`src/rtl/vpu_rsp_encoder.sv`:
```
// VPU response encoder: buffers controller completion events in an in-order FIFO and
// returns them to the host with a sequence stamp. Optional stall watchdog: VPU_RSP_TIMEOUT_EN.
module vpu_rsp_encoder #(
  parameter int STREAM_ID_WIDTH = 8,
  parameter int ADDR_WIDTH      = 8,
  parameter int FIFO_DEPTH      = 4,
  parameter int SEQ_WIDTH       = 8,
  parameter int TIMEOUT_CYCLES  = 1024
) (
  input  logic                          clk,
  input  logic                          rst_n,
  input  logic                          done_valid_i,
  output logic                          done_ready_o,
  input  logic [STREAM_ID_WIDTH-1:0]    done_stream_id_i,
  input  logic [ADDR_WIDTH-1:0]         done_waddr_i,
  input  logic                          done_err_i,
  output logic                          rsp_valid_o,
  input  logic                          rsp_ready_i,
  output logic [STREAM_ID_WIDTH-1:0]    rsp_stream_id_o,
  output logic [ADDR_WIDTH-1:0]         rsp_waddr_o,
  output logic [1:0]                    rsp_status_o,
  output logic [SEQ_WIDTH-1:0]          rsp_seq_o,
  output logic [$clog2(FIFO_DEPTH):0]   fifo_count_o,
  output logic [15:0]                   err_cnt_o,
  output logic                          stall_o
);

  localparam int PTR_W = $clog2(FIFO_DEPTH);
  localparam int CNT_W = PTR_W + 1;

  typedef struct packed {
    logic [STREAM_ID_WIDTH-1:0] sid;
    logic [ADDR_WIDTH-1:0]      waddr;
    logic                       err;
    logic [SEQ_WIDTH-1:0]       seq;
  } entry_t;

  generate
    if (FIFO_DEPTH < 2 || (FIFO_DEPTH & (FIFO_DEPTH - 1)) != 0 || TIMEOUT_CYCLES < 1) begin : g_bad_cfg
      $error("vpu_rsp_encoder: FIFO_DEPTH must be a power of two >= 2, TIMEOUT_CYCLES >= 1");
    end
  endgenerate

  function automatic logic [15:0] sat_inc16(input logic [15:0] v);
    return (v == 16'hFFFF) ? v : v + 16'd1;
  endfunction

  logic [PTR_W-1:0] wr_ptr, rd_ptr;
  logic [CNT_W-1:0] count;
  logic [SEQ_WIDTH-1:0] seq;
  logic [15:0] err_cnt;
  entry_t mem [FIFO_DEPTH];
  entry_t head;
  logic full, empty, enq, deq, stall;

  assign full  = (count == CNT_W'(FIFO_DEPTH));
  assign empty = (count == '0);
  // Ready looks only at registered occupancy, so a pop never frees a slot in the same cycle.
  assign enq   = done_valid_i & ~full;
  assign deq   = ~empty & rsp_ready_i;

  // Enqueue side: storage holds data only, so it carries no reset.
  always_ff @(posedge clk) begin
    if (enq) mem[wr_ptr] <= '{sid: done_stream_id_i, waddr: done_waddr_i, err: done_err_i, seq: seq};
  end

  always_ff @(posedge clk or negedge rst_n) begin
    if (!rst_n) begin
      wr_ptr  <= '0;
      rd_ptr  <= '0;
      count   <= '0;
      seq     <= '0;
      err_cnt <= '0;
    end else begin
      if (enq) begin
        wr_ptr <= wr_ptr + 1'b1;
        seq    <= seq + 1'b1;
      end
      if (deq) rd_ptr <= rd_ptr + 1'b1;
      case ({enq, deq})
        2'b10:   count <= count + 1'b1;
        2'b01:   count <= count - 1'b1;
        default: count <= count;
      endcase
      if (deq && head.err) err_cnt <= sat_inc16(err_cnt);
    end
  end

`ifdef VPU_RSP_TIMEOUT_EN
  localparam int TW = $clog2(TIMEOUT_CYCLES + 1);
  logic [TW-1:0] wait_cnt;

  // Stall watchdog: stall rises on the cycle the wait count reaches the threshold.
  always_ff @(posedge clk or negedge rst_n) begin
    if (!rst_n) begin
      wait_cnt <= '0;
      stall    <= 1'b0;
    end else begin
      if (deq || empty)
        wait_cnt <= '0;
      else if (wait_cnt != TW'(TIMEOUT_CYCLES))
        wait_cnt <= wait_cnt + 1'b1;
      if (deq)
        stall <= 1'b0;
      else if (!empty && wait_cnt == TW'(TIMEOUT_CYCLES - 1))
        stall <= 1'b1;
    end
  end
`else
  assign stall = 1'b0;
`endif

  // Response side: head entry is shown only while valid, otherwise all-zero.
  assign head            = mem[rd_ptr];
  assign done_ready_o    = ~full;
  assign rsp_valid_o     = ~empty;
  assign rsp_stream_id_o = empty ? '0 : head.sid;
  assign rsp_waddr_o     = empty ? '0 : head.waddr;
  assign rsp_seq_o       = empty ? '0 : head.seq;
  assign rsp_status_o    = empty ? 2'b00 : (stall ? 2'b10 : {1'b0, head.err});
  assign fifo_count_o    = count;
  assign err_cnt_o       = err_cnt;
  assign stall_o         = stall;

endmodule
```
`config.mk`:
```
export PLATFORM = sky130hd
export DESIGN_NAME = vpu_rsp_encoder
export DESIGN_NICKNAME = d
export VERILOG_FILES = /design/src/rtl/vpu_rsp_encoder.sv
export SDC_FILE = /design/constraint.sdc
export NUM_CORES = 1
export LEC_CHECK = 0
export CAP_MARGIN = 30
export CORE_ASPECT_RATIO = 0.9
export CORE_MARGIN = 5
export CORE_UTILIZATION = 25
export DETAILED_ROUTE_END_ITERATION = 8
export PLACE_DENSITY = 0.45
export RECOVER_POWER = 50
export SYNTH_ARGS = -nofsm -noshare
export SYNTH_HDL_FRONTEND = slang
export SYNTH_SLANG_ARGS = --single-unit
export TNS_END_PERCENT = 5
```
`constraint.sdc`:
```
create_clock -name clk -period 5.6 [get_ports clk]
set_input_delay 1.12 -clock clk [delete_from_list [all_inputs] [get_ports clk]]
set_output_delay 1.12 -clock clk [all_outputs]
set_load 0.03 [all_outputs]
```
== Yosys cells after proc, flatten, opt, wreduce, memory -nomap -nowiden ==
Memories as Yosys holds them, arrays and structs flattened.
Index checks and enable logic that the tools add are counted.

* Bits in registers: 31
* Bits in latches: 0
* RAM bits: 100
* ROM bits: 0
* Input bits: 21
* Output and inout port bits: 48
* Logic and storage cells: 32
* Memories kept: 1

* Add/subtract/negate cells: 6
* Multipliers: 0
* Div/mod/pow operators: 0
* Order comparisons: 0
* Equality and inequality tests: 4
* Shift-type cells: 0
* Muxes and demuxes: 7
* Bitwise logic cells: 5
* Reductions and logical operators: 4

{| class="wikitable"
|+ Memories
! name !! words !! width !! read ports !! clocked after Yosys merged registers in !! wr ports !! RTL line !! source
|-
| mem || 4 || 25 || 1 || 0 || 1 || 52 || <nowiki>entry_t mem [FIFO_DEPTH];</nowiki>
|}

{| class="wikitable"
|+ Operators with widths
! kind !! count
|-
| 8-bit 2-to-1 mux || 3
|-
| 16-bit by 1-bit adder with 16-bit output, second input constant || 1
|-
| 16-bit == test, second input constant || 1
|-
| 8-bit by 1-bit adder with 8-bit output, second input constant || 1
|-
| 3-bit one-hot mux with 2 select lines || 1
|-
| 2-bit by 1-bit adder with 2-bit output, second input constant || 2
|-
| 3-bit by 1-bit adder with 3-bit output, second input constant || 1
|-
| 3-bit == test, second input constant || 1
|-
| 3-bit zero test || 1
|-
| 1-bit 2-to-1 mux || 3
|-
| 1-bit NOT || 3
|-
| 3-bit by 1-bit subtractor with 3-bit output, second input constant || 1
|-
| 1-bit bitwise AND || 2
|-
| 2-bit by 1-bit == test with 1-bit output, second input constant || 1
|-
| 2-bit == test, second input constant || 1
|-
| 2-bit AND reduction || 1
|-
| 2-bit nonzero test || 1
|-
| 1-bit logical AND || 1
|}

== Depth between registers and ports, before layout ==
* Depth after elaboration: 5
* Depth in mapped cells: 10
* Mapped depth without buffers: 9

== Least setup slack after synthesis ==
OpenSTA, ideal clock, no wires.

* Path type: register to output
* Start point: register count[0] (netlist: fifo_count_o[0])
* End point: output rsp_seq_o[0]
* Arrival time: 1760 ps
* Data required time: 4480 ps
* Setup slack: 2720 ps
* Cell stages (with the launch flop): 5
* Path buffers: 2
* Cell sequence: dfrtp_1 or3_1 clkbuf_1 clkbuf_1 and2_1

* Word-level cells in the longest chain between the ends: 2

{| class="wikitable"
|+ RTL lines
! item !! RTL line !! source
|-
| from (decl) || 49 || <nowiki>logic [CNT_W-1:0] count;</nowiki>
|-
| from (signal assigned) || 81 || <nowiki>2'b10: count <= count + 1'b1;</nowiki>
|-
| from (signal assigned) || 82 || <nowiki>2'b01: count <= count - 1'b1;</nowiki>
|-
| from (signal assigned) || 83 || <nowiki>default: count <= count;</nowiki>
|-
| 3-bit zero test || 57 || <nowiki>assign empty = (count == '0);</nowiki>
|-
| 8-bit 2-to-1 mux || 119 || <nowiki>assign rsp_seq_o = empty ? '0 : head.seq;</nowiki>
|-
| to (decl) || 22 || <nowiki>output logic [SEQ_WIDTH-1:0] rsp_seq_o,</nowiki>
|}

No other way between the ends.

== Worst setup path after layout ==
* Start point: register count[2] (netlist: fifo_count_o[2])
* End point: output rsp_seq_o[6]

The elaborated chain is that of the path after synthesis.

==> impl_metrics.sql <==
INSERT INTO impl_metrics (metric_group, metric, value, unit) VALUES
('cts', 'cts-htree-levels', '4', ''),
('routing', 'drt_pre_antenna_iters', '4', ''),
('routing', 'postRouteWirelength', '11200', 'µm'),
('final_layout', 'num-nets-final', '412', ''),
('routing', 'remaining_drc_errors', '0', ''),
('flow_run', 'timing.max_cap.violations', '1', ''),
('cts', 'clk_pin_slew_worst_paths', '0.06', 'ns'),
('floorplan', 'initial_utilization', '25.2', '%'),
('cts', 'numCtsBuffers', '17', ''),
('routing', 'via_count', '2825', ''),
('routing', 'wire_per_inst', '16.4', 'µm'),
('final_layout', 'antennaDiodeCount', '0', ''),
('logic_synthesis', 'netlist-cell-type-count', '37', ''),
('cts', 'tritoncts_num_sinks', '131', ''),
('logic_synthesis', 'netlist.area_leader.share', '55.7', '%'),
('timing', 'finalWorstSetupSlack', '1.82', 'ns'),
('worst_setup_path', 'timing.critical_path.arrival', '2.66', 'ns'),
('timing', 'grt_setup_unrepaired', 'false', ''),
('cts', 'clockRootBuffer', 'sky130_fd_sc_hd__clkbuf_16', ''),
('run_status', 'run_status', 'complete, but fails checks', ''),
('logic_synthesis', 'synth_async_sr_flop_share', '23.7', '%'),
('routing', 'via_per_inst', '4.11', ''),
('timing', 'final.min_clock_period', '3.78', 'ns'),
('floorplan', 'core-area', '21400', 'µm²'),
('worst_setup_path', 'worst_ep_required_time', '4.48', 'ns'),
('routing', 'drt-initial-drc-count', '172', ''),
('final_layout', 'final_layout_size_suffix_gt1_share', '18.7', '%'),
('timing', 'timing.max_slew.rel_slack', '-20.9', '%'),
('global_route', 'grt_first_pass_wirelength', '18300', 'µm'),
('timing', 'clock_skew', '0.00611', 'ns'),
('floorplan', 'top_level_ports', '69', ''),
('cts', 'cts_tree', 'yes', ''),
('logic_synthesis', 'synth-seq-cells', '131', ''),
('place', 'gp_congestion', '0.709', ''),
('power_and_ir_drop', 'powerDensity', '587', 'nW/µm²'),
('logic_synthesis', 'synthFlopType', 'sky130_fd_sc_hd__edfxtp_1', ''),
('global_route', 'first_global_vias', '3147', ''),
('worst_setup_path', 'crit_path_max_fanout', '16', ''),
('cts', 'clock_path_buffers', '2', ''),
('timing', 'setup_viol', '0', ''),
('logic_synthesis', 'synth_area_leader_cell', 'sky130_fd_sc_hd__edfxtp_1', ''),
('floorplan', 'die_height', '149', 'µm'),
('worst_setup_path', 'setup.worst_path.class', 'reg2out', ''),
('place', 'count_of_buffers_inserted_at_the_top_level_ports', '66', ''),
('timing', 'fin_crit_sh', '67.4', '%'),
('run_status', 'failing_checks', 'max-capacitance violations, max-slew violations', ''),
('logic_synthesis', 'seq_area_frac_synth', '70.1', '%'),
('cts', 'post_cts.repair.setup_buffers', '0', ''),
('logic_synthesis', 'synth-warning-count', '0', ''),
('logic_synthesis', 'postSynthCellCount', '302', ''),
('global_route', 'maximum_number_of_pins_on_one_net_before_global_route_repair', '32', ''),
('floorplan', 'die_area', '24600', 'µm²'),
('timing', 'max_freq', '265', 'MHz'),
('cts', 'insertion_delay', '0.41', 'ns'),
('place', 'preCtsSetupSlack', '2.05', 'ns'),
('worst_setup_path', 'type_of_destination_of_the_critical_path', 'primary output', ''),
('worst_setup_path', 'cp-start-kind', 'flop', ''),
('global_route', 'antenna_found_initial', '0', ''),
('power_and_ir_drop', 'vdd.ir_drop.worst', '0.000229', 'V'),
('logic_synthesis', 'netlist_area', '5390', 'µm²'),
('place', 'place_hpwl', '7290', 'µm'),
('final_layout', 'layout_common_cells', 'sky130_fd_sc_hd__edfxtp_1, sky130_fd_sc_hd__clkdlybuf4s50_1, sky130_fd_sc_hd__dfrtp_1', ''),
('logic_synthesis', 'synth_edf_count', '100', ''),
('timing', 'fin_setup_tns', '0', 'ns'),
('timing', 'finalHoldViolCount', '0', ''),
('floorplan', 'rows', '51', ''),
('timing', 'worst_slew_pin_slew', '1.81', 'ns'),
('timing', 'timing_max_transition_violations_final', '32', ''),
('routing', 'antenna_left', '0', ''),
('min_path', 'min_path_type', 'reg2reg', ''),
('global_route', 'globalRoute.totalOverflow', '0', ''),
('global_route', 'grt_use_total', '10.0', '%'),
('floorplan', 'die-width', '165', 'µm'),
('cts', 'cts_hold_buf', '0', ''),
('final_layout', 'areaGrowthSynthToFinish', '30.9', '%'),
('logic_synthesis', 'synthTopCellsByArea', 'sky130_fd_sc_hd__edfxtp_1, sky130_fd_sc_hd__dfrtp_1, sky130_fd_sc_hd__mux4_2, sky130_fd_sc_hd__and2_1, sky130_fd_sc_hd__xor2_1', ''),
('logic_synthesis', 'post_synth.cell_area_avg', '17.9', 'µm²'),
('final_layout', 'final_common_cell', 'sky130_fd_sc_hd__edfxtp_1', ''),
('power_and_ir_drop', 'total_leakage_power', '2.51', 'nW'),
('cts', 'cts_resized', '0', '');
layer usage:
metal	vias to the layer above	routed length (µm)	global-route usage, %
met1	1422	5110	13.0
met2	75	5240	15.2
li1	1320	-	-
met5	-	0	0
met3	8	827	4.56
met4	0	76	2.74
cell usage after synthesis (all sizes together), types with 2 or more instances:
master,instances
and3,6
or3,2
and4,2
xor2,16
ha,7
nor4b,3
buf,8
or2,2
nand2,13
nand4,6
nand3,7
edfxtp,100
inv,7
and2,27
mux2,3
xnor2,9
nor2,2
clkbuf,7
nor4,7
dfrtp,31
mux4,25
nor3,4
power by group:
part / internal [W] / switching [W] / leakage, nW
combinational: 0.000705 / 0.000848 / 0.905
clock: 0.000727 / 0.000404 / 0.298
sequential: 0.00131 / 0.000146 / 1.31
final cells by class:
type	count	area, µm²
fill	2108	14400
inverter	7	26.3
clock inverter	11	151
sequential	131	3780
timing repair buffer	76	764
clock buffer	21	460
multi-input combinational	150	1510
tap	291	364
flip-flops by register name, summed over array words and instances (netlist names):
| register | cells |
|---|---|
| rd_ptr | 2 |
| mem | 100 |
| wr_ptr | 2 |
| seq | 8 |
| fifo_count_o | 3 |
| err_cnt_o | 16 |
worst paths after layout:
path | start | to | slack (ns) | cells past startpoint
worst max-delay path | fifo_count_o[2]$_DFFE_PN0P_ | rsp_seq_o[6] | 1.82 | 4
worst max register to register | fifo_count_o[1]$_DFFE_PN0P_ | fifo_count_o[2]$_DFFE_PN0P_ | 3.01 | 9
worst min register to register | err_cnt_o[7]$_DFFE_PN0P_ | err_cnt_o[7]$_DFFE_PN0P_ | 0.50 | 1
worst min-delay path | err_cnt_o[7]$_DFFE_PN0P_ | err_cnt_o[7]$_DFFE_PN0P_ | 0.50 | 1
min in group asynchronous | rst_n | err_cnt_o[12]$_DFFE_PN0P_ | 1.73 | 2
max in group asynchronous | rst_n | rd_ptr[0]$_DFFE_PN0P_ | 2.68 | 2
worst max-delay path, stage by stage, from the launching register on:
cell and delay [ns]:
sky130_fd_sc_hd__dfrtp_1 0.42, sky130_fd_sc_hd__or3_1 0.71, sky130_fd_sc_hd__buf_4 0.33, sky130_fd_sc_hd__and2_1 0.18
sky130_fd_sc_hd__clkdlybuf4s50_1 0.60
through the flow:
step           hold WS [ns]  utilization (%)  power [W]  instances  instance area (µm²)
6_report              0.496             32.9    0.00414        687                 7060
4_1_cts               0.501             32.8    0.00421        686                 7040
5_1_grt               0.528             32.9    0.00438        687                 7060
3_3_place_gp          0.487             29.9    0.00302        653                 6400
3_5_place_dp          0.487             30.0    0.00306        654                 6420
2_1_floorplan         0.486                -    0.00243        303                 5400
cell families (layout without fill, tap and decap cells):
group                    after synthesis  in the layout  share of synthesized area (%)
adder cells (fa/ha/maj)                8              8                           1.99
flip-flops                           131            131                           70.1
AND/OR/NAND/NOR                       83             83                           10.0
XOR/XNOR                              25             25                           4.06
AO/OA/AOI/OAI                          3              3                          0.348
other                                  1              2                         0.0695
buffers and inverters                 22            115                           2.09
multiplexers                          29             29                           11.4
(Power assumes the default switching activity.)
